## src/rtl/snn_ctrl.sv

```systemverilog
// snn_ctrl - top-level sequencer for the SNN digit classifier.
//
// Collects a binary image from UART bytes, writes it pixel-by-pixel into the
// 1-bit input RAM, kicks the SNN core, waits for its result and reports the
// classified digit on the LEDs and as one ASCII character on the UART TX.
//
// Ports:
//   clk       system clock, rising edge
//   rst       synchronous active-high reset; abandons any partial frame
//   rx_rdy    one-cycle strobe, rx_data holds a new byte
//   rx_data   received byte, pixels LSB first
//   tx_rdy    UART transmitter idle
//   tx_start  one-cycle request to transmit tx_data
//   tx_data   result character (ASCII digit, or '?' when out of range)
//   ram_data  pixel bit written to the input RAM
//   ram_addr  pixel address
//   ram_we    input-RAM write enable
//   start     one-cycle start pulse to the SNN core
//   done      SNN core finished, digit valid in the same cycle
//   digit     classification result
//   led       {busy, 3'b000, digit_reg}
module snn_ctrl #(
  parameter int          NUM_BYTES  = 98,
  parameter int          ADDR_W     = 10,
  parameter logic [7:0]  ASCII_BASE = 8'h30
) (
  input  logic              clk,
  input  logic              rst,
  input  logic              rx_rdy,
  input  logic [7:0]        rx_data,
  input  logic              tx_rdy,
  output logic              tx_start,
  output logic [7:0]        tx_data,
  output logic              ram_data,
  output logic [ADDR_W-1:0] ram_addr,
  output logic              ram_we,
  output logic              start,
  input  logic              done,
  input  logic [3:0]        digit,
  output logic [7:0]        led
);

  localparam logic [2:0] S_LOAD  = 3'd0;
  localparam logic [2:0] S_WRITE = 3'd1;
  localparam logic [2:0] S_START = 3'd2;
  localparam logic [2:0] S_WAIT  = 3'd3;
  localparam logic [2:0] S_TX    = 3'd4;

  localparam logic [ADDR_W-1:0] LAST_PTR = ADDR_W'(NUM_BYTES * 8);
  localparam logic [ADDR_W-1:0] PTR_ONE  = ADDR_W'(1);

  // Digits above 9 have no ASCII digit, so they are reported as '?'.
  function automatic logic [7:0] digit_char(input logic [3:0] d);
    if (d > 4'd9) begin
      return 8'h3F;
    end
    return ASCII_BASE + {4'b0000, d};
  endfunction

  logic [2:0]        state,     state_n;
  logic [7:0]        shreg,     shreg_n;
  logic [2:0]        bit_cnt,   bit_cnt_n;
  logic [ADDR_W-1:0] ptr,       ptr_n;
  logic [3:0]        digit_reg, digit_n;

  logic              we_n, data_n, start_n, tx_start_n, busy_n;
  logic [ADDR_W-1:0] addr_n;
  logic [7:0]        tx_data_n;

  // Next-state and next-output decode. Outputs are registered, so each write
  // is prepared one cycle ahead: the byte-accept edge already launches bit 0,
  // and the WRITE cycle showing bit 7 launches no further write.
  always_comb begin
    state_n    = state;
    shreg_n    = shreg;
    bit_cnt_n  = bit_cnt;
    ptr_n      = ptr;
    digit_n    = digit_reg;
    we_n       = 1'b0;
    data_n     = ram_data;
    addr_n     = ram_addr;
    start_n    = 1'b0;
    tx_start_n = 1'b0;
    tx_data_n  = tx_data;

    case (state)
      S_LOAD: begin
        if (rx_rdy) begin
          // Bit 0 goes straight out; the register keeps bits 1..7.
          shreg_n   = {1'b0, rx_data[7:1]};
          data_n    = rx_data[0];
          we_n      = 1'b1;
          addr_n    = ptr;
          ptr_n     = ptr + PTR_ONE;
          bit_cnt_n = 3'd0;
          state_n   = S_WRITE;
        end
      end

      S_WRITE: begin
        if (bit_cnt == 3'd7) begin
          if (ptr == LAST_PTR) begin
            start_n = 1'b1;
            state_n = S_START;
          end else begin
            state_n = S_LOAD;
          end
        end else begin
          we_n      = 1'b1;
          data_n    = shreg[0];
          shreg_n   = {1'b0, shreg[7:1]};
          addr_n    = ptr;
          ptr_n     = ptr + PTR_ONE;
          bit_cnt_n = bit_cnt + 3'd1;
        end
      end

      S_START: begin
        ptr_n   = '0;
        state_n = S_WAIT;
      end

      S_WAIT: begin
        if (done) begin
          digit_n   = digit;
          tx_data_n = digit_char(digit);
          state_n   = S_TX;
        end
      end

      S_TX: begin
        if (tx_rdy) begin
          tx_start_n = 1'b1;
          state_n    = S_LOAD;
        end
      end

      default: begin
        state_n = S_LOAD;
      end
    endcase

    // Idle only while waiting for the first byte of a frame.
    busy_n = !((state_n == S_LOAD) && (ptr_n == '0));
  end

  // Register boundary: state, datapath and all outputs.
  always_ff @(posedge clk) begin
    if (rst) begin
      state     <= S_LOAD;
      shreg     <= '0;
      bit_cnt   <= '0;
      ptr       <= '0;
      digit_reg <= '0;
      ram_we    <= 1'b0;
      ram_data  <= 1'b0;
      ram_addr  <= '0;
      start     <= 1'b0;
      tx_start  <= 1'b0;
      tx_data   <= '0;
      led       <= '0;
    end else begin
      state     <= state_n;
      shreg     <= shreg_n;
      bit_cnt   <= bit_cnt_n;
      ptr       <= ptr_n;
      digit_reg <= digit_n;
      ram_we    <= we_n;
      ram_data  <= data_n;
      ram_addr  <= addr_n;
      start     <= start_n;
      tx_start  <= tx_start_n;
      tx_data   <= tx_data_n;
      led       <= {busy_n, 3'b000, digit_n};
    end
  end

endmodule

```

## config.mk

```make
export PLATFORM = sky130hd
export DESIGN_NAME = snn_ctrl
export DESIGN_NICKNAME = d
export VERILOG_FILES = /design/src/rtl/snn_ctrl.sv
export SDC_FILE = /design/constraint.sdc
export NUM_CORES = 1
export LEC_CHECK = 0
export CORE_ASPECT_RATIO = 2
export CORE_MARGIN = 2
export CORE_UTILIZATION = 45
export DETAILED_ROUTE_END_ITERATION = 8
export DONT_BUFFER_PORTS = 1
export GPL_TIMING_DRIVEN = 0
export PLACE_DENSITY = 0.67
export SYNTH_ARGS = -nofsm -noshare
export SYNTH_HDL_FRONTEND = slang
export SYNTH_SLANG_ARGS = --single-unit
```

## constraint.sdc

```tcl
create_clock -name clk -period 2.4 [get_ports clk]
set_input_delay 0.48 -clock clk [delete_from_list [all_inputs] [get_ports clk]]
set_output_delay 0.48 -clock clk [all_outputs]
set_load 0.02 [all_outputs]
```

# After elaboration in Yosys (flattened, before gate mapping)
# Index checks and enable logic that the tools add are counted.
[word_totals] wordCells=71 out_inout_bits=30 reg_bits=58 inputBits=17
[classes] muxes=33 n_lt_le_gt_ge=1 addsub=3 n_reduce_logical=10 bitwise_logic=3 n_eq_ne=8
[op_table] cell="two-way mux 10 bit" n=4
[op_table] cell="two-way mux 8 bit" n=4
[op_table] cell="case mux 10 bit (3 select lines)" n=1
[op_table] cell="case mux 10 bit (2 select lines)" n=1
[op_table] cell="two-way mux 3 bit" n=6
[op_table] cell="case mux 8 bit (2 select lines)" n=1
[op_table] cell="case mux 3 bit (5 select lines)" n=1
[op_table] cell="adder 10 x 1 -> 10 bit (second input constant)" n=1
[op_table] cell="== test 10 bit (second input constant)" n=1
[op_table] cell="logical NOT 10 bit" n=1
[op_table] cell="two-way mux 1 bit" n=9
[op_table] cell="two-way mux 4 bit" n=2
[op_table] cell="adder 6 x 4 -> 7 bit (first input constant)" n=1
[op_table] cell="== test 3 x 2 -> 1 bit (second input constant)" n=2
[op_table] cell="== test 3 bit (second input constant)" n=2
[op_table] cell="logical NOT 3 bit" n=2
[op_table] cell="case mux 3 bit (2 select lines)" n=1
[op_table] cell="> comparator 4 bit (second input constant)" n=1
[op_table] cell="inequality test 2 bit (second input constant)" n=2
[op_table] cell="case mux 1 bit (2 select lines)" n=2
[op_table] cell="adder 3 x 1 -> 3 bit (second input constant)" n=1
[op_table] cell="== test 3 x 1 -> 1 bit (second input constant)" n=1
[op_table] cell="inverter 1 bit" n=3
[op_table] cell="AND reduction 3 bit" n=1
[op_table] cell="other kinds (7)" n=7

# Depth between registers and ports, before layout
[depth] ltp_word=7 depth_mapped=8 ltp_nobuf=7

# Worst setup path before layout
# No wires, ideal clock.
[synth_path] kind="register -> register" startpoint="register bit_cnt[0]" endpoint="register bit_cnt[1]" setup_slack_ns=0.634 n_path_buf=2 path_stages_with_launch=9 arrival_time_ns=1.695 required_time_ns=2.330 synth_period_minus_slack_ns=1.766 setup_time_ns=0.070 path_cell_list="dfxtp_1 > ha_1 > ha_1 > nor2b_1 > o21a_1 > buf_2 > buf_2 > nand3_1 > a21oi_1"
[synth_via] elab_chain_cells=3 elab_cells_between_ends=6 classes_between="add/sub: 1; eq/ne: 2; mux: 2; reduce/logical: 1"
[synth_rtl] item="start, declared" line="62" source="logic [2:0] bit_cnt, bit_cnt_n;"
[synth_rtl] item="start signal, assigned" line="165" source="bit_cnt <= bit_cnt_n;"
[synth_rtl] item="adder 3 x 1 -> 3 bit or == test 3 bit (tied branches)" line="114, 101"
[synth_rtl] item="two-way mux 3 bit or inequality test 2 bit (tied branches)"
[synth_rtl] item="case mux 3 bit (2 select lines) or AND reduction 3 bit (tied branches)"
# Several ways; a longest one is shown, not always the timed one. The select of a mux whose other input is x is not followed.
# A chain may end at the register's enable or synchronous reset.

# Final worst setup path
[layout_path] startpoint="register ptr[0]" endpoint="register led[7]"
[layout_via] elab_chain_cells=7 elab_cells_between_ends=12 classes_between="add/sub: 1; eq/ne: 1; mux: 6; reduce/logical: 4"
[layout_rtl] item="start, declared" line="63" source="logic [ADDR_W-1:0] ptr, ptr_n;"
[layout_rtl] item="start signal, assigned" line="166" source="ptr <= ptr_n;"
[layout_rtl] item="branches (longest 5 deep; another with adder 10 x 1 -> 10 bit)"
[layout_rtl] item="logical AND 1 bit (*)" line="144" source="busy_n = !((state_n == S_LOAD) && (ptr_n == '0));"
[layout_rtl] item="logical NOT 1 bit (*)" line="144"
[layout_rtl] item="end signal, assigned" line="174" source="led <= {busy_n, 3'b000, digit_n};"
[layout_rtl] item="end, declared" line="40" source="output logic [7:0] led"
# Mark *: on every way between the ends.

==> results.toml <==
[outcome]
status = "complete, no violations"

[grt]
grt_start_max_net_pins = 14
grt_overflow = 0
track_usage_pct = 21.3
via_count_of_the_first_global_routing_pass = 1877
wire_length_of_the_first_global_routing_pass_mm = 8.49
antenna_found_initial = 0

[die]
floorplan.initialDensity_pct = 46.8
dieHeight_um = 102
fp-row-count = 35
die_w_um = 53.2
placeableCoreArea_um2 = 4640
fp.dieArea_um2 = 5440
boundaryPins = 47

[sta]
finalCriticalPeriod_ns = 2.14
rsz0062_at_grt = "false"
finalHoldViolations = 0
min_period_over_period_pct = 89.1
finalClockSkew_ns = 0.00409
max_freq_ghz = 0.468
worst_slack_ns = 0.263
tns_ns = 0
max_slew_margin_pct = 57.5
slew_at_the_pin_closest_to_its_max_slew_limit_ns = 0.635
setup_viol_count_final = 0
final_max_slew_viol_count = 0

[logic_synthesis]
post-synth-top-area-cell = "sky130_fd_sc_hd__dfxtp_1"
postSynthAreaPerCell_um2 = 8.02
yosys_warnings = 0
synthFlopType = "sky130_fd_sc_hd__dfxtp_1"
synthArstFlopShare_pct = 0
synth.cell_area_um2 = 2170
synth_edf_count = 0
synth.distinct_cells = 46
ys_top_cells_by_area = "sky130_fd_sc_hd__dfxtp_1, sky130_fd_sc_hd__nand2_1, sky130_fd_sc_hd__a21oi_1, sky130_fd_sc_hd__nor2_1, sky130_fd_sc_hd__a311oi_1"
synth_seq_area_share_pct = 43.3
synth.ff_latch_count = 47
yosys.area.top_type_share_pct = 43.3
netlist_instances = 271

[drt]
routed_wirelength_mm = 5.12
vias_per_cell = 5.60
remaining_drc_errors = 0
route.detailed.wl_per_inst_um = 15.1
num_vias = 1894
detail_route.first_pass.iterations = 4
drt-initial-drc-count = 38
ant_nets = 0

[clocking]
cts.sink_count = 47
clock-root-buffer = "sky130_fd_sc_hd__clkbuf_8"
cts_setup_buffers = 0
cts_inserted_buffers = 5
cts_htree_levels = 2
cts.repair.resized = 0
clk_transition_reported_paths_ns = 0.08
clock_tree.buffer_depth = 2
insertion_delay_ns = 0.30
ctsHoldBuffers = 0
cts_tree = "built"

[hold_path]
hold-path-cell-count = 2
hold-path-endpoint = "led[0]$_SDFFE_PP0P_"
worst_hold_path_type = "in2reg"
hold_path.startpoint = "digit[0]"

[power]
power.static_leakage_nw = 0.828
power.ir.vdd_worst_mv = 0.381
power_per_cell_area_nw_per_um2 = 641

[place]
portBuffers = 0
routability_driven_placement_congestion_ratio = 0.912
dp.final_hpwl_mm = 3.78
placement.setup.worst_slack_ns = 0.278
dp.cells = 330

[flow_run]
max_cap_viol_count = 0

[cells_and_area]
final_common_cell = "sky130_fd_sc_hd__nand2_1"
num-nets-final = 303
mostFrequentLayoutCells = "sky130_fd_sc_hd__nand2_1, sky130_fd_sc_hd__dfxtp_1, sky130_fd_sc_hd__nor2_1, sky130_fd_sc_hd__a21oi_1, sky130_fd_sc_hd__clkbuf_1"
n_fill_cell = 481
multi_input_area_um2 = 1080
area_growth_pct = 7.59
final_cell_count_no_fill = 338
sequential_cell_area_um2 = 941
antenna-diode-count = 0
share_of_final_layout_standard_cells_stronger_than_drive_strength_1_pct = 10.6

[setup_path]
worstSetupEndpointType = "register"
timing.rr.start = "ptr[0]$_SDFF_PP0_"
r2r_slack_ns = 0.26
criticalPathCategory = "reg2reg"
timing.critical_path.fanout_max = 8
worst_r2r_path_cells = 6
timing.critical_path.arrival_ns = 2.30
critical_path.startpoint_type = "register"
crit_required_ns = 2.56
regToRegEndpoint = "led[7]$_SDFF_PP0_"
cells in the mapped netlist, types with 2 or more instances:
cell type                  number
sky130_fd_sc_hd__nand2_1       60
sky130_fd_sc_hd__dfxtp_1       47
sky130_fd_sc_hd__nor2_1        32
sky130_fd_sc_hd__a21oi_1       26
sky130_fd_sc_hd__clkbuf_1      11
sky130_fd_sc_hd__a311oi_1      10
sky130_fd_sc_hd__o21ai_0        8
sky130_fd_sc_hd__buf_2          7
sky130_fd_sc_hd__buf_4          7
sky130_fd_sc_hd__nand3_1        5
sky130_fd_sc_hd__ha_1           4
sky130_fd_sc_hd__inv_1          4
sky130_fd_sc_hd__nor3_1         4
sky130_fd_sc_hd__a22oi_1        3
sky130_fd_sc_hd__o22ai_1        3
sky130_fd_sc_hd__a31oi_1        2
sky130_fd_sc_hd__a41oi_1        2
sky130_fd_sc_hd__buf_6          2
sky130_fd_sc_hd__nand3b_1       2
sky130_fd_sc_hd__nand4_1        2
sky130_fd_sc_hd__nand4b_1       2
sky130_fd_sc_hd__nor3b_2        2
sky130_fd_sc_hd__o21a_1         2
sky130_fd_sc_hd__o21ai_1        2
worst max path at each step:
| stage | start | end | slack (ns) | cells past startpoint |
|---|---|---|---|---|
| after global routing | ptr[0]$_SDFF_PP0_ | led[7]$_SDFF_PP0_ | 0.03 | 6 |
| after floorplan | bit_cnt[0]$_SDFFE_PP0P_ | bit_cnt[1]$_SDFFE_PP0P_ | 0.63 | 8 |
| after detailed placement | bit_cnt[0]$_SDFFE_PP0P_ | bit_cnt[1]$_SDFFE_PP0P_ | 0.28 | 8 |
| after CTS | bit_cnt[0]$_SDFFE_PP0P_ | bit_cnt[1]$_SDFFE_PP0P_ | 0.26 | 8 |
| final | ptr[0]$_SDFF_PP0_ | led[7]$_SDFF_PP0_ | 0.26 | 6 |
| after global placement | bit_cnt[0]$_SDFFE_PP0P_ | bit_cnt[1]$_SDFFE_PP0P_ | 0.30 | 8 |
layout make-up:
cell class              instances  area share [%]
plain buffers                  27            6.47
clock buffers                   7            3.26
clock inverters                 1           0.214
inverters                       4           0.642
multi-input cells             197            46.3
flip-flops and latches         47            40.2
well taps                      55            2.94
routing by layer:
layer,track usage (%),vias to the layer above,routed length (um)
met3,4.24,15,296
met4,14.0,0,242
li1,-,953,-
met5,0,-,0
met1,22.0,866,1920
met2,37.4,60,2670
stage by stage:
| step | util, % | instance area, um2 | total power, mW | hold slack [ns] |
|---|---|---|---|---|
| after floorplan | - | 2190 | 1.01 | 0.432 |
| after global routing | 50.4 | 2340 | 1.57 | 0.307 |
| after detailed placement | 48.7 | 2260 | 1.05 | 0.448 |
| after global placement | 48.7 | 2260 | 1.05 | 0.440 |
| final | 50.4 | 2340 | 1.50 | 0.311 |
| after CTS | 50.4 | 2340 | 1.51 | 0.307 |
critical path, cell delays in order (launching register included):
cell	delay [ns]
sky130_fd_sc_hd__dfxtp_1	0.48
sky130_fd_sc_hd__ha_1	0.26
sky130_fd_sc_hd__nand3_1	0.25
sky130_fd_sc_hd__nor3_1	0.40
sky130_fd_sc_hd__o21ai_1	0.14
sky130_fd_sc_hd__a221oi_2	0.32
sky130_fd_sc_hd__a41oi_1	0.16
state kept, by name, summed over array words and instances, names as in the netlist:
name,cells
ptr,10
ram_addr,10
shreg,7
led,5
tx_data,5
bit_cnt,3
state,3
ram_data,1
ram_we,1
start,1
tx_start,1
logic make-up after synthesis:
| family | Yosys count | share of synthesized area (%) |
|---|---|---|
| compound gates | 67 | 21.0 |
| fa+ha+maj | 4 | 2.30 |
| buf+inv | 31 | 7.65 |
| xor+xnor | 1 | 0.403 |
| simple gates | 120 | 25.2 |
| flops | 47 | 43.3 |
| other cells | 1 | 0.172 |
report_power, final:
group	leakage (nW)	internal [mW]	switching (mW)
Combinational	0.404	0.0705	0.128
Clock	0.0422	0.205	0.260
Sequential	0.382	0.808	0.0297
Total	0.828	1.08	0.418
No activity file was read; power rests on OpenSTA's default activity.
